File: config.mk
export PLATFORM = sky130hd
export DESIGN_NAME = z80_im2_int_ctrl
export DESIGN_NICKNAME = d
export VERILOG_FILES = /design/src/rtl/z80_im2_int_ctrl.sv
export SDC_FILE = /design/constraint.sdc
export NUM_CORES = 1
export LEC_CHECK = 0
export ABC_AREA = 1
export CORE_ASPECT_RATIO = 1.75
export CORE_UTILIZATION = 31
export CTS_BUF_LIST = sky130_fd_sc_hd__clkbuf_8
export CTS_CLUSTER_SIZE = 30
export DETAILED_ROUTE_END_ITERATION = 6
export PLACE_DENSITY = 0.66
export SYNTH_ARGS = -nofsm -noshare
export SYNTH_HDL_FRONTEND = slang
export SYNTH_SLANG_ARGS = --single-unit
File: constraint.sdc
create_clock -name clk -period 1.45 [get_ports clk]
set_clock_uncertainty 0.05 [all_clocks]
set_input_delay 0.29 -clock clk [delete_from_list [all_inputs] [get_ports clk]]
set_output_delay 0.29 -clock clk [all_outputs]
set_load 0.02 [all_outputs]
File: src/rtl/z80_im2_int_ctrl.sv
// z80_im2_int_ctrl: Z80 mode-2 interrupt responder with RETI snooping.
// Ports:
//   clk, reset_n          clock, asynchronous active-low reset
//   irq_req, irq_mask     per-source requests (rising edge) and enables
//   vec_base              vector base byte, upper bits merged with source index
//   m1_n, iorq_n, mreq_n, rd_n, di   CPU bus strobes and snooped data
//   int_n                 interrupt request to CPU, active low
//   vec_do, vec_oe        vector byte and its drive enable during the ack cycle
//   in_service            in-service bits, bit 0 highest priority
module z80_im2_int_ctrl #(
    parameter int N_SRC = 4,
    parameter int IDX_W = 2
) (
    input  logic             clk,
    input  logic             reset_n,
    input  logic [N_SRC-1:0] irq_req,
    input  logic [N_SRC-1:0] irq_mask,
    input  logic [7:0]       vec_base,
    input  logic             m1_n,
    input  logic             iorq_n,
    input  logic             mreq_n,
    input  logic             rd_n,
    input  logic [7:0]       di,
    output logic             int_n,
    output logic [7:0]       vec_do,
    output logic             vec_oe,
    output logic [N_SRC-1:0] in_service
);
    typedef enum logic [1:0] {IDLE, REQ, ACK} state_t;
    state_t state, state_nx;
    logic [N_SRC-1:0] req_q, pending, eligible, top_isr, ack_set;
    logic [IDX_W-1:0] sel, sel_nx, first_elig;
    logic             blocked, int_n_nx, ack_done;
    logic             fetch, fetch_q, fetch_end, saw_ed, reti;
    logic [7:0]       op_q;
    logic             unused_vec_bits;
    assign unused_vec_bits = ^vec_base[IDX_W:0];
    // An in-service level blocks itself and everything below it.
    always_comb begin
        blocked    = 1'b0;
        eligible   = '0;
        first_elig = '0;
        top_isr    = '0;
        for (int i = 0; i < N_SRC; i++) begin
            blocked     = blocked | in_service[i];
            eligible[i] = pending[i] & irq_mask[i] & ~blocked;
        end
        for (int i = N_SRC - 1; i >= 0; i--) begin
            if (eligible[i]) first_elig = IDX_W'(i);
            if (in_service[i]) top_isr = N_SRC'(1) << i;
        end
    end
    // An ack seen in REQ always completes, even if eligibility vanished meanwhile.
    always_comb begin
        state_nx = state;
        int_n_nx = int_n;
        sel_nx   = sel;
        ack_done = 1'b0;
        case (state)
            IDLE: begin
                int_n_nx = ~|eligible;
                state_nx = |eligible ? REQ : IDLE;
            end
            REQ: begin
                if (!m1_n && !iorq_n) begin
                    state_nx = ACK;
                    sel_nx   = first_elig;
                    int_n_nx = 1'b0;
                end else begin
                    int_n_nx = ~|eligible;
                    state_nx = |eligible ? REQ : IDLE;
                end
            end
            ACK: begin
                if (iorq_n) begin
                    state_nx = IDLE;
                    int_n_nx = 1'b1;
                    ack_done = 1'b1;
                end
            end
            default: state_nx = IDLE;
        endcase
    end
    assign ack_set   = ack_done ? N_SRC'(1) << sel : '0;
    assign fetch     = ~m1_n & ~mreq_n & ~rd_n;
    assign fetch_end = fetch_q & ~fetch;
    assign reti      = fetch_end & saw_ed & (op_q == 8'h4D);
    assign vec_oe    = (state == ACK) & ~m1_n & ~iorq_n;
    assign vec_do    = (state == ACK) ? {vec_base[7:IDX_W+1], sel, 1'b0} : 8'h00;
    always_ff @(posedge clk or negedge reset_n) begin
        if (!reset_n) begin
            state      <= IDLE;
            int_n      <= 1'b1;
            sel        <= '0;
            req_q      <= '0;
            pending    <= '0;
            in_service <= '0;
            fetch_q    <= 1'b0;
            op_q       <= 8'h00;
            saw_ed     <= 1'b0;
        end else begin
            state      <= state_nx;
            int_n      <= int_n_nx;
            sel        <= sel_nx;
            req_q      <= irq_req;
            pending    <= (pending & ~ack_set) | (irq_req & ~req_q);
            in_service <= (in_service & ~(reti ? top_isr : '0)) | ack_set;
            fetch_q    <= fetch;
            if (fetch) op_q <= di;
            if (fetch_end) saw_ed <= (op_q == 8'hED);
        end
    end
endmodule

Yosys cells after proc, flatten, opt, wreduce, memory -nomap -nowiden
Index checks and enable logic that the tools add are counted.

Latch bits: 0. Output and inout bits: 14. Memories kept: 0. Bits in read-only memories: 0. Bits in writable memories: 0. Register bits: 27. Word-level logic and storage cells: 79.

Reduce and logical (&&, ||, !) cells: 9. Magnitude comparators: 0. $add $sub $neg: 0. Bitwise gates (word level): 35. Equal/unequal tests: 5. Div/mod/pow operators: 0. Multipliers: 0. Shift operators: 1. Muxes and demuxes: 20.

Operators by type and width (count): $mux 4 (6); $and 1x1->1 (15); $and 4x4->4 (3); $mux 2 (6); $not 4->4 (3); $not 1->1 (9); $eq 8x7->1 const B (1); $eq 8x8->1 const B (1); $mux 8 (1); $or 4x4->4 (2); $pmux 2 s3 (1); $mux 1 (5); $reduce_and 2->1 (2); $reduce_or 4->1 (1); $shl 1x2->4 const A (1); $logic_not 1->1 (3); $or 1x1->1 (3); $pmux 1 s3 (1); $reduce_bool 3->1 (1); $eq 2x1->1 const B (1); $eq 2x2->1 const B (1); $logic_not 2->1 (1); $ne 2x2->1 const B (1); $logic_and 1x1->1 (1).

Depth between registers and ports, before layout
Depth in word-level cells: 11. Gate-level depth with buffers: 8.

Worst setup path before layout
No wires, ideal clock.

Path kind: register -> output. Start point: register state[0]. End point: output vec_oe. Cell stages (with the launch flop): 6. Required time: 1110 ps. Data arrival time: 1120 ps. Slack: -10 ps. Buffers on the path: 1. Cell sequence: dfrtp_1 inv_1 ha_1 buf_6 inv_1 nor2_1.

Cells in the longest elaborated chain, start to end: 3.

RTL lines: from (decl) (line 30) `state_t state, state_nx;`; from (signal assigned) (line 102) `state <= state_nx;`; $eq 2x2->1 (line 88) `assign vec_oe = (state == ACK) & ~m1_n & ~iorq_n;`; $and 1x1->1 (2 in a row) (line 88); to (decl) (line 26) `output logic vec_oe,`.

No other way between the ends.

Worst setup path in the final report
Start point: register state[0]. End point: output vec_do[2].

Cells in the longest elaborated chain, start to end: 2.

RTL lines: $eq 2x2->1 (line 89) `assign vec_do = (state == ACK) ? {vec_base[7:IDX_W+1], sel, 1'b0} : 8'h00;`; $mux 8 (line 89); to (decl) (line 25) `output logic [7:0] vec_do,`.

No other way between the ends.

==> reports/qor.txt <==
antenna violations before repair: 0
post-synthesis compound-gate area fraction: 7.90%
WS Path Type: reg -> out
die area: 4670 sq um
clk_lat worst skew: 0.27 ns
pin count of the biggest net entering global routing: 28
Via density: 4.48
CTS Sinks: 27
Critical Path AT: 1.21 ns
Final setup violation count: 8
max-slew violation count: 0
Int Pwr: 1.70 mW
First-pass DRT Iterations: 4
Period Utilization, post-route: 107%
Final WS setup: -0.104 ns
port bufs: 39
commonest cells after routing, fill and taps aside: 40 x nand2_1, 26 x dfrtp_1, 26 x clkdlybuf4s50_1
Die H: 89.7 um
setup TNS: -0.720 ns
CTS buffer count: 3
ANT cells: 0
Critical Path RT: 1.11 ns
clock-pin slew on the worst setup and hold paths: 0.09 ns
vias in the first global route: 1,182
area leader, netlist: dfrtp_1
RSZ-0062 raised after global routing: true
CTS max path bufs: 2
sequential fraction of the synthesis area: 49.7%
syn_area_per_cell: 8.06 sq um
H-tree depth: 1
final instance area: 2120 sq um
synthesis-to-finish area growth: 55.5%
Cell variety after synth: 26
Chip Width: 52.1 um
global-route wire length before repair: 4730 um
status: complete, but fails checks
Iter 0 DRT Violations: 24
PD cells: 1270 nW/um^2
Area after DPL: 1930 sq um
post-synthesis mux area share: 0%
commonest non-fill, non-tap cell in the layout: nand2_1
Startpoint Class: flip-flop
Ys Warns: 0
simple-gate portion of the synthesized area: 26.3%
failing checks: negative setup slack
DRC Markers: 0
worst vdd ir: 0.729 mV
largest family of logic cells by synthesized area: simple AND/OR/NAND/NOR gates
P_leak: 1.03 nW
Yosys reg bits: 27
Sw Share: 36.7%
placed wire-length estimate: 2280 um
Post-Syn Instances: 169
Mapped Nets: 203
Synth Cell Area: 1360 sq um
Hold Fails Final Rpt: 0
Via Count: 1,240
fmax: 0.643 GHz
Critical Path Fanout Max: 6
minimum clock period: 1.55 ns
RD Place Congestion: 0.807
Fillers: 392
Max Cap Viol: 0
Hold Crit Class: in -> async
GR Overflow Total: 0
Total GRT Usage: 13.6%
WL final: 2980 um
row count: 31
placeable core area: 4190 sq um
Power, Total: 2.69 mW
I/O Pins: 44
Initial Util: 32.5%
Clk pwr share: 15.3%
number of antenna-violating nets in the routed design: 0
share of the synthesized area in the top cell type: 47.8%
TritonCTS clock tree: yes
root buffer cell: clkbuf_8
switching pwr: 0.988 mW
Avg WL per Cell: 10.8 um
CP endpoint kind: output port
post-synthesis xor/xnor area fraction: 0%
Nets: 263
share of cells above drive strength 1: 31.1%
Synth area leaders: dfrtp_1 48%, nand2_1 13%, inv_1 9.4%
hold buffer count at cts: 0
adder-cell share of the synthesized area: 3.68%
Comb pwr share: 46.7%
sequential share of power: 38.0%
## sequential cells by signal, indices dropped and copies added, names as in the netlist
signal      cells
fetch_q         1
req_q           4
int_n           1
in_service      4
state           2
saw_ed          1
op_q            8
pending         4
sel             2
## layer usage
layer	part of all wire [%]	global-route usage (%)	routed length [um]
met5	0	0	0
met1	36	14.0	1060
met3	4.2	2.02	124
met4	1.8	6.63	54
met2	58	26.0	1740
## worst max-delay path, stage by stage (launching register included)
cell and delay, ns:
dfrtp_1 0.40, inv_2 0.08, ha_4 0.15, buf_6 0.12
nand2_2 0.05, inv_2 0.04, buf_6 0.10
## power by group through the flow
stage,sequential (mW),clock (mW),combinational [mW]
3_5_place_dp,1.03,0,1.06
3_3_place_gp,1.02,0,1.04
2_1_floorplan,1.10,0,0.473
4_1_cts,1.02,0.429,1.09
6_report,1.02,0.411,1.26
5_1_grt,1.04,0.472,1.39
## final timing paths
path / startpoint / endpoint / slack (ns) / cells past startpoint
setup / recovery: state[0] / vec_do[2] / -0.10 / 6
hold / removal: reset_n / in_service[3] / 0.32 / 2
setup reg to reg: state[0] / pending[2] / 0.02 / 9
hold reg to reg: req_q[3] / pending[3] / 0.36 / 1
max in group asynchronous: reset_n / int_n / 0.80 / 2
min in group clk: req_q[3] / pending[3] / 0.36 / 1
## per-stage QoR
step | cells | hold slack [ns] | worst slack [ns] | utilization [%]
after floorplan | 169 | -0.0556 | 0.0662 | -
after global placement | 271 | 0.344 | -0.383 | 46.0
after detailed placement | 271 | 0.353 | -0.403 | 46.0
after CTS | 275 | 0.322 | -0.174 | 48.3
after global routing | 277 | 0.319 | -0.172 | 50.5
final | 277 | 0.317 | -0.104 | 50.5
## cell type report
cell class / instances / area (sq um) / share of cell area, %
Tap cell: 49 / 61.3 / 2.90
Multi-Input combinational cell: 103 / 639 / 30.2
Timing Repair Buffer: 58 / 559 / 26.4
Inverter: 36 / 135 / 6.38
Sequential cell: 27 / 677 / 32.0
Clock inverter: 1 / 3.75 / 0.177
Clock buffer: 3 / 41.3 / 1.95
## logic make-up (layout without fill, tap and decap cells)
family / Yosys count / in the layout
buf+inv: 39 / 98
compound gates: 19 / 19
flops: 27 / 27
fa+ha+maj: 4 / 4
other cells: 1 / 1
simple gates: 79 / 79
## cells in the mapped netlist (all sizes together)
cell / count
conb: 1
a21oi: 4
a211oi: 1
nand3: 7
o21a: 1
inv: 36
a21o: 1
ha: 4
nand2: 50
o22ai: 2
o21ai: 9
nand4: 1
nor3: 5
dfstp: 1
o211ai: 1
dfrtp: 26
buf: 3
nor2: 16
## repair_timing
action,CTS,global route
endpoints found under the hold margin,0,0
endpoints found under the setup margin,18,18
buffers inserted,1,3
resized for setup,68,23
pin swaps,6,7
Power figures use the tool's default switching activity.
